**config.mk**
```make
export PLATFORM = sky130hd
export DESIGN_NAME = morse_round_ctrl
export DESIGN_NICKNAME = d
export VERILOG_FILES = /design/src/rtl/morse_ctrl_pkg.sv /design/src/rtl/morse_round_ctrl_tick_prescaler.sv /design/src/rtl/morse_round_ctrl.sv
export SDC_FILE = /design/constraint.sdc
export NUM_CORES = 1
export LEC_CHECK = 0
export CORE_MARGIN = 5
export CORE_UTILIZATION = 55
export DETAILED_ROUTE_END_ITERATION = 6
export PLACE_DENSITY = 0.8
export SLEW_MARGIN = 20
export SYNTH_ARGS = -nofsm -noshare
export SYNTH_HDL_FRONTEND = slang
export SYNTH_SLANG_ARGS = --single-unit
```
**constraint.sdc**
```tcl
create_clock -name clk -period 4.49 [get_ports clk]
set_input_delay 0.898 -clock clk [delete_from_list [all_inputs] [get_ports clk]]
set_output_delay 0.898 -clock clk [all_outputs]
set_load 0.005 [all_outputs]
```
**src/rtl/morse_ctrl_pkg.sv**
```systemverilog
// ============================================================================
// Module   : morse_ctrl_pkg
// Brief    : Shared state encoding and counter widths for the Morse round
//            sequencer.
// Revision : 1.0 - initial release
// ============================================================================
`default_nettype none

package morse_ctrl_pkg;

    localparam int ROUND_W = 4;
    localparam int MISS_W  = 2;

    typedef enum logic [2:0] {
        S_IDLE = 3'd0,
        S_ARM  = 3'd1,
        S_RUN  = 3'd2,
        S_HIT  = 3'd3,
        S_MISS = 3'd4,
        S_OVER = 3'd5
    } state_t;

endpackage

`default_nettype wire

```
**src/rtl/morse_round_ctrl_tick_prescaler.sv**
```systemverilog
// ============================================================================
// Module   : tick_prescaler
// Brief    : Free-running divider producing a registered one-cycle tick every
//            TICK_DIV enabled cycles; holds its count while disabled.
// Revision : 1.0 - initial release
// ============================================================================
`default_nettype none

module tick_prescaler #(
    parameter int TICK_DIV = 50_000_000
) (
    input  logic clk,
    input  logic rst,
    input  logic clr,
    input  logic en,
    output logic tick
);

    localparam int CNT_W = $clog2(TICK_DIV);
    localparam logic [CNT_W-1:0] LAST_CNT = CNT_W'(TICK_DIV - 1);

    logic [CNT_W-1:0] cnt_q, cnt_d;
    logic             tick_q, tick_d;

    always_comb begin
        cnt_d  = cnt_q;
        tick_d = 1'b0;
        if (clr) begin
            cnt_d = '0;
        end else if (en) begin
            if (cnt_q == LAST_CNT) begin
                cnt_d  = '0;
                tick_d = 1'b1;
            end else begin
                cnt_d = cnt_q + 1'b1;
            end
        end
    end

    always_ff @(posedge clk or negedge rst) begin
        if (!rst) begin
            cnt_q  <= '0;
            tick_q <= 1'b0;
        end else begin
            cnt_q  <= cnt_d;
            tick_q <= tick_d;
        end
    end

    assign tick = tick_q;

endmodule

`default_nettype wire

```
**src/rtl/morse_round_ctrl.sv**
```systemverilog
// ============================================================================
// Module   : morse_round_ctrl
// Brief    : Round sequencer for the Morse game: arms the countdown, issues
//            per-second ticks, and tracks rounds and misses to win/game-over.
// Revision : 1.0 - initial release
// ============================================================================
`default_nettype none

module morse_round_ctrl #(
    parameter int TICK_DIV   = 50_000_000,
    parameter int MAX_ROUNDS = 9,
    parameter int MAX_MISSES = 3
) (
    input  logic       clk,
    input  logic       rst,
    input  logic       start,
    input  logic       pause,
    input  logic       answer_valid,
    input  logic       answer_correct,
    input  logic       timeout,
    output logic       reconfig,
    output logic       tick,
    output logic [3:0] round,
    output logic [1:0] misses,
    output logic       busy,
    output logic       game_over,
    output logic       win
);

    import morse_ctrl_pkg::*;

    localparam logic [ROUND_W-1:0] LAST_ROUND = ROUND_W'(MAX_ROUNDS - 1);
    localparam logic [MISS_W-1:0]  LAST_MISS  = MISS_W'(MAX_MISSES - 1);

    state_t             state_q, state_d;
    logic [ROUND_W-1:0] round_q, round_d;
    logic [MISS_W-1:0]  misses_q, misses_d;
    logic               win_q, win_d;
    logic               reconfig_q, reconfig_d;
    logic               busy_q, busy_d;
    logic               game_over_q, game_over_d;

    always_comb begin
        state_d  = state_q;
        round_d  = round_q;
        misses_d = misses_q;
        win_d    = win_q;

        case (state_q)
            S_IDLE, S_OVER: begin
                if (start) begin
                    round_d  = '0;
                    misses_d = '0;
                    win_d    = 1'b0;
                    state_d  = S_ARM;
                end
            end
            S_ARM: state_d = S_RUN;
            S_RUN: begin
                // A timeout in the same cycle as an answer still costs the round.
                if (timeout) begin
                    state_d = S_MISS;
                end else if (answer_valid) begin
                    state_d = answer_correct ? S_HIT : S_MISS;
                end
            end
            S_HIT: begin
                if (round_q == LAST_ROUND) begin
                    win_d   = 1'b1;
                    state_d = S_OVER;
                end else begin
                    round_d = round_q + 1'b1;
                    state_d = S_ARM;
                end
            end
            S_MISS: begin
                misses_d = misses_q + 1'b1;
                if (misses_q == LAST_MISS) begin
                    win_d   = 1'b0;
                    state_d = S_OVER;
                end else begin
                    state_d = S_ARM;
                end
            end
            default: state_d = S_IDLE;
        endcase

        // Status outputs are decoded from the next state so they line up with it.
        reconfig_d  = (state_d == S_ARM);
        busy_d      = (state_d == S_ARM) || (state_d == S_RUN) ||
                      (state_d == S_HIT) || (state_d == S_MISS);
        game_over_d = (state_d == S_OVER);
    end

    always_ff @(posedge clk or negedge rst) begin
        if (!rst) begin
            state_q     <= S_IDLE;
            round_q     <= '0;
            misses_q    <= '0;
            win_q       <= 1'b0;
            reconfig_q  <= 1'b0;
            busy_q      <= 1'b0;
            game_over_q <= 1'b0;
        end else begin
            state_q     <= state_d;
            round_q     <= round_d;
            misses_q    <= misses_d;
            win_q       <= win_d;
            reconfig_q  <= reconfig_d;
            busy_q      <= busy_d;
            game_over_q <= game_over_d;
        end
    end

    tick_prescaler #(
        .TICK_DIV (TICK_DIV)
    ) u_prescaler (
        .clk  (clk),
        .rst  (rst),
        .clr  (state_q == S_ARM),
        .en   ((state_q == S_RUN) && !pause),
        .tick (tick)
    );

    assign reconfig  = reconfig_q;
    assign round     = round_q;
    assign misses    = misses_q;
    assign busy      = busy_q;
    assign game_over = game_over_q;
    assign win       = win_q;

endmodule

`default_nettype wire
```
# After elaboration in Yosys (flattened, before gate mapping)
# Cells that the tools add are included.
totals:
  word_cells: 65
  output_inout_bits: 11
  input_bits: 7
  ff_bits: 40
op_classes:
  eq_ne: 17
  n_reduce_logical: 14
  addsub: 3
  muxes: 22
op_table:
  columns: ["op", "n"]
  rows:
  - ["$mux W26", 3]
  - ["$add A26 B1 Y26 const B", 1]
  - ["$eq A26 B26 Y1 const B", 1]
  - ["$mux W3", 6]
  - ["$pmux W3 S5", 1]
  - ["$eq A3 B2 Y1 const B", 4]
  - ["$eq A3 B3 Y1 const B", 4]
  - ["$mux W4", 2]
  - ["$ne A2 B2 Y1 const B", 4]
  - ["$pmux W4 S2", 1]
  - ["$eq A3 B1 Y1 const B", 2]
  - ["$mux W1", 6]
  - ["$reduce_bool A2 Y1", 3]
  - ["$add A4 B1 Y4 const B", 1]
  - ["$eq A4 B4 Y1 const B", 1]
  - ["$pmux W2 S2", 1]
  - ["$reduce_and A4 Y1", 1]
  - ["$logic_not A3 Y1", 1]
  - ["$logic_or A1 B1 Y1", 3]
  - ["$pmux W1 S3", 1]
  - ["$reduce_and A3 Y1", 1]
  - ["$reduce_bool A3 Y1", 1]
  - ["$add A2 B1 Y2 const B", 1]
  - ["$eq A2 B2 Y1 const B", 1]
  - ["other kinds (5)", 5]

# Logic depth before layout (Yosys ltp)
# Gate-level depths: netlist of the first run.
logic_depth:
  depth_word: 8
  depth_mapped: 8
  depth_no_buf: 6

# Cells and area by module
# From an unflattened synthesis of the first run, not the netlist that was laid out.
hier_totals:
  hier_cells: 243
  area_unflattened_um2: 2248.4
modules_own_cells:
  columns: ["mod", "seq_area_each_um2", "area_per_inst_um2", "cells_each", "instances"]
  rows:
  - ["tick_prescaler", 675.6, 1478.9, 159, 1]
  - ["morse_round_ctrl", 325.3, 769.5, 84, 1]

# Least setup slack after synthesis of the first run
# OpenSTA, ideal clock, no wires.
synth_path:
  kind: "input-to-reg"
  from: "in pause"
  to: "reg u_prescaler.cnt_q[11]"
  setup_ps: 119
  n_path_buf: 2
  arrival_ps: 2096
  stages: 6
  required_ps: 4371
  slack_ps: 2275
  cell_sequence: "or4b_4 > nor4_4 > or2_1 > buf_6 > buf_12 > nor2_1"
synth_between:
  elab_chain_len: 3
synth_rtl:
  columns: ["element", "line", "text"]
  rows:
  - ["start, declared", "morse_round_ctrl.sv:17", "input logic pause,"]
  - ["$logic_not A1 Y1", "morse_round_ctrl.sv:121", ".en ((state_q == S_RUN) && !pause),"]
  - ["$logic_and A1 B1 Y1", "morse_round_ctrl.sv:121", null]
  - ["$reduce_bool A2 Y1 (no line)", null, null]
  - ["end signal, assigned", "morse_round_ctrl_tick_prescaler.sv:45", "cnt_q <= cnt_d;"]
  - ["end, declared", "morse_round_ctrl_tick_prescaler.sv:22", "logic [CNT_W-1:0] cnt_q, cnt_d;"]
# Every way passes these cells.
# A chain may end at the register's enable or synchronous reset.

# Worst setup path in the final report of the first run
layout_path:
  from: "in pause"
  to: "reg u_prescaler.cnt_q[14]"
# The elaborated chain is that of the path after synthesis.

==> results of run 1 <==
## path summary, 6_finish.rpt
kind / slack (ns) / depth (start not counted) / end
setup reg to reg: 2.22 / 6 / u_prescaler.cnt_q[19]$_DFFE_PN0P_
hold / removal: 0.51 / 1 / win$_DFFE_PN0P_
hold reg to reg: 0.51 / 1 / win$_DFFE_PN0P_
setup / recovery: 1.84 / 5 / u_prescaler.cnt_q[14]$_DFFE_PN0P_
max in group asynchronous: 3.22 / 1 / state_q[0]$_DFF_PN0_
min in group asynchronous: 0.72 / 1 / u_prescaler.cnt_q[13]$_DFFE_PN0P_
## per-stage QoR
stage          hold slack, ns  setup slack (ns)  utilization [%]  power, mW
2_1_floorplan          0.4650             2.275                -     0.7387
3_3_place_gp           0.5040             1.548            60.30     0.8130
3_5_place_dp           0.4977             1.530            60.30     0.8249
4_1_cts                0.5157             1.829            62.65      1.072
5_1_grt                0.5431             1.751            62.65      1.138
6_report               0.5101             1.844            62.65      1.065
## area by class of cell
class / instances / area, um2 / area share [%]
multi-input cells: 174 / 1111 / 44.98
flip-flops and latches: 40 / 1001 / 40.53
repair buffers: 17 / 165.2 / 6.687
clock buffers: 6 / 82.58 / 3.343
well taps: 50 / 62.56 / 2.533
inverters: 10 / 37.54 / 1.520
clock inverters: 2 / 10.01 / 0.4053
## report_power, final
group,internal (mW),switching [mW]
registers,0.407,0.0640
logic,0.140,0.207
clock network,0.123,0.125
total,0.669,0.396
## cells by family (layout without fill, tap and decap cells)
logic type | after synthesis | in the layout | synth area share, %
AOI/OAI and AO/OA | 33 | 33 | 10.87
xor gates and xnor gates | 20 | 20 | 7.923
adders and majority gates | 4 | 4 | 2.264
buffers and inverters | 17 | 35 | 4.470
DFF | 40 | 40 | 45.27
muxes | 3 | 3 | 1.415
and+or+nand+nor | 114 | 114 | 27.79
## per-layer routing
layer	routed length [um]	GRT usage (%)
met1	2108	25.66
met2	2058	27.31
met3	247	5.062
met4	65	6.036
met5	0	0
## cell usage in the layout (no fill, tap or decap), drive strengths merged, types with 2 or more instances in the layout
cell,synthesis,layout
and2,3,3
a31oi,5,5
nor4b,3,3
or2,2,2
clkbuf,1,6
o21ai,3,3
a41oi,3,3
nor3,11,11
nor4,6,6
nor2,31,31
and3,10,10
dfrtp,40,40
inv,9,9
nand2,21,21
nand4,7,7
and4,4,4
nand2b,3,3
xnor2,15,15
o22ai,2,2
clkinv,1,3
ha,4,4
mux2i,2,2
nand3,9,9
a21oi,7,7
xor2,5,5
clkdlybuf4s50,0,16
## state kept, by name, summed over array words and instances (netlist names)
signal             cells
game_over              1
round                  4
u_prescaler.cnt_q     26
reconfig               1
misses                 2
state_q                3
u_prescaler.tick       1
busy                   1
win                    1
## Yosys cell counts (2+ instances only)
cell | instances | share of area [%]
a21oi_1 | 7 | 1.6
a31oi_1 | 5 | 1.4
a41oi_1 | 3 | 1.2
and2_1 | 2 | 0.57
and3_1 | 10 | 2.8
and4_1 | 4 | 1.6
buf_2 | 3 | 0.68
buf_6 | 2 | 1.0
dfrtp_1 | 40 | 45
ha_1 | 4 | 2.3
inv_1 | 9 | 1.5
mux2i_1 | 2 | 0.91
nand2_1 | 21 | 3.6
nand2b_1 | 3 | 0.85
nand3_1 | 9 | 2.0
nand4_1 | 6 | 1.7
nor2_1 | 31 | 5.3
nor3_1 | 11 | 2.5
nor4_1 | 5 | 1.4
nor4b_1 | 2 | 0.79
o21ai_0 | 2 | 0.45
o22ai_1 | 2 | 0.57
xnor2_1 | 15 | 5.9
xor2_1 | 5 | 2.0
## critical path: cells and delay by family
family / cells / cell delay [ns]
simple gates: 4 / 1.45
buf+inv: 1 / 0.44
==> flow_metrics.env, run 1 <==
export IMPL_core_area_mm2=0.003943
export IMPL_critPathMaxFanout=17
export IMPL_drive_gt1_share_pct=6.426
export IMPL_grt_pass1_wl_mm=7.638
export IMPL_die_w_um=73.40
export IMPL_final_hold_violation_count=0
export IMPL_synthFlopType="dfrtp_1"
export IMPL_place_area_mm2=0.002377
export IMPL_synth_async_reset_ratio_pct=100.0
export IMPL_die_h_um=73.40
export IMPL_cts_buffers=5
export IMPL_instances_no_fill=299
export IMPL_clk_latency_ns=0.30
export IMPL_io_buffers=17
export IMPL_die_area_mm2=0.005388
export IMPL_via_count=1773
export IMPL_vias_per_cell=5.930
export IMPL_p_per_area_mw_per_mm2=431.3
export IMPL_slowest_stage="or4b_4"
export IMPL_syn_area_mm2=0.002211
export IMPL_worstPathCellList="clkdlybuf4s50_1, or4b_4, nor4_4, or2_1, nor2_1"
export IMPL_required_ns=4.65
export IMPL_path_clk_slew_ns=0.08
export IMPL_synth_fp_nets=242
export IMPL_syn_inst=231
export IMPL_drt_initial_drc_count=159
export IMPL_yosysWarnings=0
export IMPL_dpl_cell_count=291
export IMPL_ys_seq_area_share_pct=45.27
export IMPL_synth_distinct_cells=52
export IMPL_power_leakage_nw=1.080
export IMPL_drc=0
export IMPL_antenna_found_initial=0
export IMPL_final_max_slew_viol_count=0
export IMPL_final_area_mm2=0.002470
export IMPL_cts_max_level=2
export IMPL_cts_setup_buffers=0
export IMPL_gr_total_overflow=0
export IMPL_dr_pass1_iters=4
export IMPL_root_buffer="clkbuf_8"
export IMPL_n_fill_cell=328
export IMPL_ioPinCount=18
export IMPL_cp_start_kind="input pin"
export IMPL_holdCritPathClass="reg2reg"
export IMPL_avgSynthCellArea_um2=9.571
export IMPL_start_util_pct=56.08
export IMPL_grtUsageTotal_pct=18.27
export IMPL_synth_edf_count=0
export IMPL_worstSetupPathType="in2reg"
export IMPL_min_delay_start="win$_DFFE_PN0P_"
export IMPL_diodes=0
export IMPL_cts_hold_buf=0
export IMPL_max_freq_mhz=377.9
export IMPL_max_slew_margin_rel_pct=32.51
export IMPL_cp_end_kind="register"
export IMPL_period_minus_slack_ns=2.646
export IMPL_synth_seq_cells=40
export IMPL_outcome="complete, no violations"
export IMPL_grt_pass1_vias=1649
export IMPL_max_stage_delay_ns=0.54
export IMPL_place_congestion=0.8196
export IMPL_syn2layout_area_growth_pct=11.71
export IMPL_worst_pin_slew_ns=1.009
export IMPL_arrival_ns=2.80
export IMPL_cts_sinks=40
export IMPL_reg2reg_from="u_prescaler.cnt_q[0]$_DFFE_PN0P_"
export IMPL_cap_violations=0
export IMPL_finalSetupViolCount=0
export IMPL_wl_per_cell_um=14.98
export IMPL_critPathLaunch="pause"
export IMPL_vdd_drop_max_mv=0.2077
export IMPL_fin_crit_sh_pct=58.93
export IMPL_cts_buffer_depth=2
export IMPL_cts_tree="done"
export IMPL_hpwl_mm=3.111
export IMPL_antenna_left=0
export IMPL_routed_wirelength_mm=4.479
export IMPL_nNetsFinal=259
export IMPL_fin_setup_tns_ns=0
export IMPL_grt_max_degree=41
export IMPL_rsz0062_at_grt="no"
export IMPL_cts_resized=0
export IMPL_placementRows=23
export IMPL_skew_ns=0.003813
Power figures use the tool's default switching activity.
==> run 2, diff against run 1 <==
==> constraint.sdc (replaced) <==
create_clock -name clk -period 2.6 [get_ports clk]
set_input_delay 0.52 -clock clk [delete_from_list [all_inputs] [get_ports clk]]
set_output_delay 0.52 -clock clk [all_outputs]
set_load 0.005 [all_outputs]
==> run 2 against run 1 <==
Utilization increased by 1.3 points; flip-flop and latch count unchanged; cell area increased by 2.0%; clock-buffer cell count unchanged; non-clock buffer count increased by 5; critical path type is now reg2reg; final cell count increased by 1.7%; clock power increased by 73%; combinational power increased by 96%.
==> flow_metrics.env, run 2 (synthesized netlist as in run 1, its figures left out) <==
export IMPL_syn2layout_area_growth_pct=13.98
export IMPL_max_slew_margin_rel_pct=41.33
export IMPL_core_area_mm2=0.003943
export IMPL_rsz0062_at_grt="no"
export IMPL_hpwl_mm=3.195
export IMPL_antenna_found_initial=0
export IMPL_io_buffers=17
export IMPL_final_hold_violation_count=0
export IMPL_worst_pin_slew_ns=0.8801
export IMPL_drive_gt1_share_pct=8.268
export IMPL_via_count=1764
export IMPL_grt_pass1_vias=1668
export IMPL_drt_initial_drc_count=106
export IMPL_clk_latency_ns=0.29
export IMPL_worstSetupPathType="reg2reg"
export IMPL_path_clk_slew_ns=0.08
export IMPL_power_leakage_nw=1.109
export IMPL_vias_per_cell=5.803
export IMPL_reg2reg_depth=6
export IMPL_fin_crit_sh_pct=79.11
export IMPL_gr_total_overflow=0
export IMPL_ioPinCount=18
export IMPL_grt_max_degree=41
export IMPL_largest_reg_flops=26
export IMPL_place_congestion=0.7849
export IMPL_p_per_area_mw_per_mm2=761.2
export IMPL_critPathMaxFanout=14
export IMPL_final_common_cell="dfrtp_1"
export IMPL_die_h_um=73.40
export IMPL_vdd_drop_max_mv=0.5192
export IMPL_holdCritPathClass="in2async"
export IMPL_antenna_left=0
export IMPL_cts_hold_buf=0
export IMPL_cp_end_kind="register"
export IMPL_fin_setup_tns_ns=0
export IMPL_grt_pass1_wl_mm=7.976
export IMPL_cts_buffers=5
export IMPL_placementRows=23
export IMPL_cts_sinks=40
export IMPL_holdWs_ns=0.3419
export IMPL_cts_setup_buffers=0
export IMPL_largest_register="u_prescaler.cnt_q"
export IMPL_cts_resized=0
export IMPL_root_buffer="clkbuf_8"
export IMPL_max_freq_mhz=486.2
export IMPL_n_fill_cell=314
export IMPL_cts_tree="done"
export IMPL_skew_ns=0.006198
export IMPL_start_util_pct=56.08
export IMPL_dpl_cell_count=296
export IMPL_cp_start_kind="register"
export IMPL_drc=0
export IMPL_nNetsFinal=264
export IMPL_die_area_mm2=0.005388
export IMPL_die_w_um=73.40
export IMPL_dr_pass1_iters=4
export IMPL_outcome="complete, no violations"
export IMPL_grtUsageTotal_pct=19.07
export IMPL_required_ns=2.78
export IMPL_cts_max_level=2
export IMPL_mostFrequentLayoutCells="dfrtp_1 (40), nor2_1 (31), nand2_1 (21), clkdlybuf4s50_1 (16), xnor2_1 (15)"
export IMPL_final_max_slew_viol_count=0
export IMPL_arrival_ns=2.24
export IMPL_routed_wirelength_mm=4.537
export IMPL_diodes=0
export IMPL_wl_per_cell_um=14.92
export IMPL_cts_buffer_depth=2
export IMPL_instances_no_fill=304
export IMPL_cap_violations=0
export IMPL_finalSetupViolCount=0
export IMPL_period_minus_slack_ns=2.057
==> run 2: cell types whose count changed in the layout (fill, tap and decap cells not counted), sizes merged <==
cell and delta:
buf +5
==> run 2: worst paths after layout <==
| kind | from | to | slack (ns) |
|---|---|---|---|
| setup / recovery | u_prescaler.cnt_q[8]$_DFFE_PN0P_ | u_prescaler.cnt_q[19]$_DFFE_PN0P_ | 0.54 |
| hold / removal | rst | u_prescaler.cnt_q[20]$_DFFE_PN0P_ | 0.34 |
| setup reg to reg | u_prescaler.cnt_q[8]$_DFFE_PN0P_ | u_prescaler.cnt_q[19]$_DFFE_PN0P_ | 0.54 |
| hold reg to reg | u_prescaler.cnt_q[22]$_DFFE_PN0P_ | u_prescaler.cnt_q[22]$_DFFE_PN0P_ | 0.53 |
| max in group asynchronous | rst | round[3]$_DFFE_PN0P_ | 1.70 |
| min in group clk | u_prescaler.cnt_q[22]$_DFFE_PN0P_ | u_prescaler.cnt_q[22]$_DFFE_PN0P_ | 0.53 |
==> run 2: layout make-up <==
| type | count | area (um2) | share of cell area [%] |
|---|---|---|---|
| tap | 50 | 62.56 | 2.483 |
| timing repair buffer | 22 | 215.2 | 8.540 |
| clock inverter | 2 | 10.01 | 0.3972 |
| sequential | 40 | 1001 | 39.72 |
| multi-input combinational | 174 | 1111 | 44.09 |
| clock buffer | 6 | 82.58 | 3.277 |
| inverter | 10 | 37.54 | 1.490 |
==> run 2: critical path, cell delays in order, from the launching register on <==
cell	delay [ns]
dfrtp_1	0.45
nor4b_1	0.36
nand4_1	0.22
o31a_1	0.34
buf_4	0.18
o311a_1	0.13
a221o_1	0.25
==> run 2: power by group <==
group	internal (mW)	leakage [nW]	switching, mW
clock	0.212	0.0510	0.217
combinational	0.301	0.511	0.380
sequential	0.702	0.547	0.107
total	1.21	1.11	0.704
==> run 2: per-stage QoR <==
stage / instance area (um2) / setup WS, ns / util [%] / total power, mW
2_1_floorplan: 2211 / 0.7005 / - / 1.276
3_3_place_gp: 2427 / 0.3056 / 61.57 / 1.480
3_5_place_dp: 2427 / 0.2807 / 61.57 / 1.499
4_1_cts: 2520 / 0.5524 / 63.92 / 1.932
5_1_grt: 2520 / 0.3859 / 63.92 / 2.061
6_report: 2520 / 0.5431 / 63.92 / 1.918
==> run 2: per-layer routing <==
metal	wire length, um	vias up	GRT usage (%)
met2	2146	30	30.59
li1	-	879	-
met3	160	2	5.062
met4	29	0	4.829
met1	2200	853	25.72
met5	0	-	0
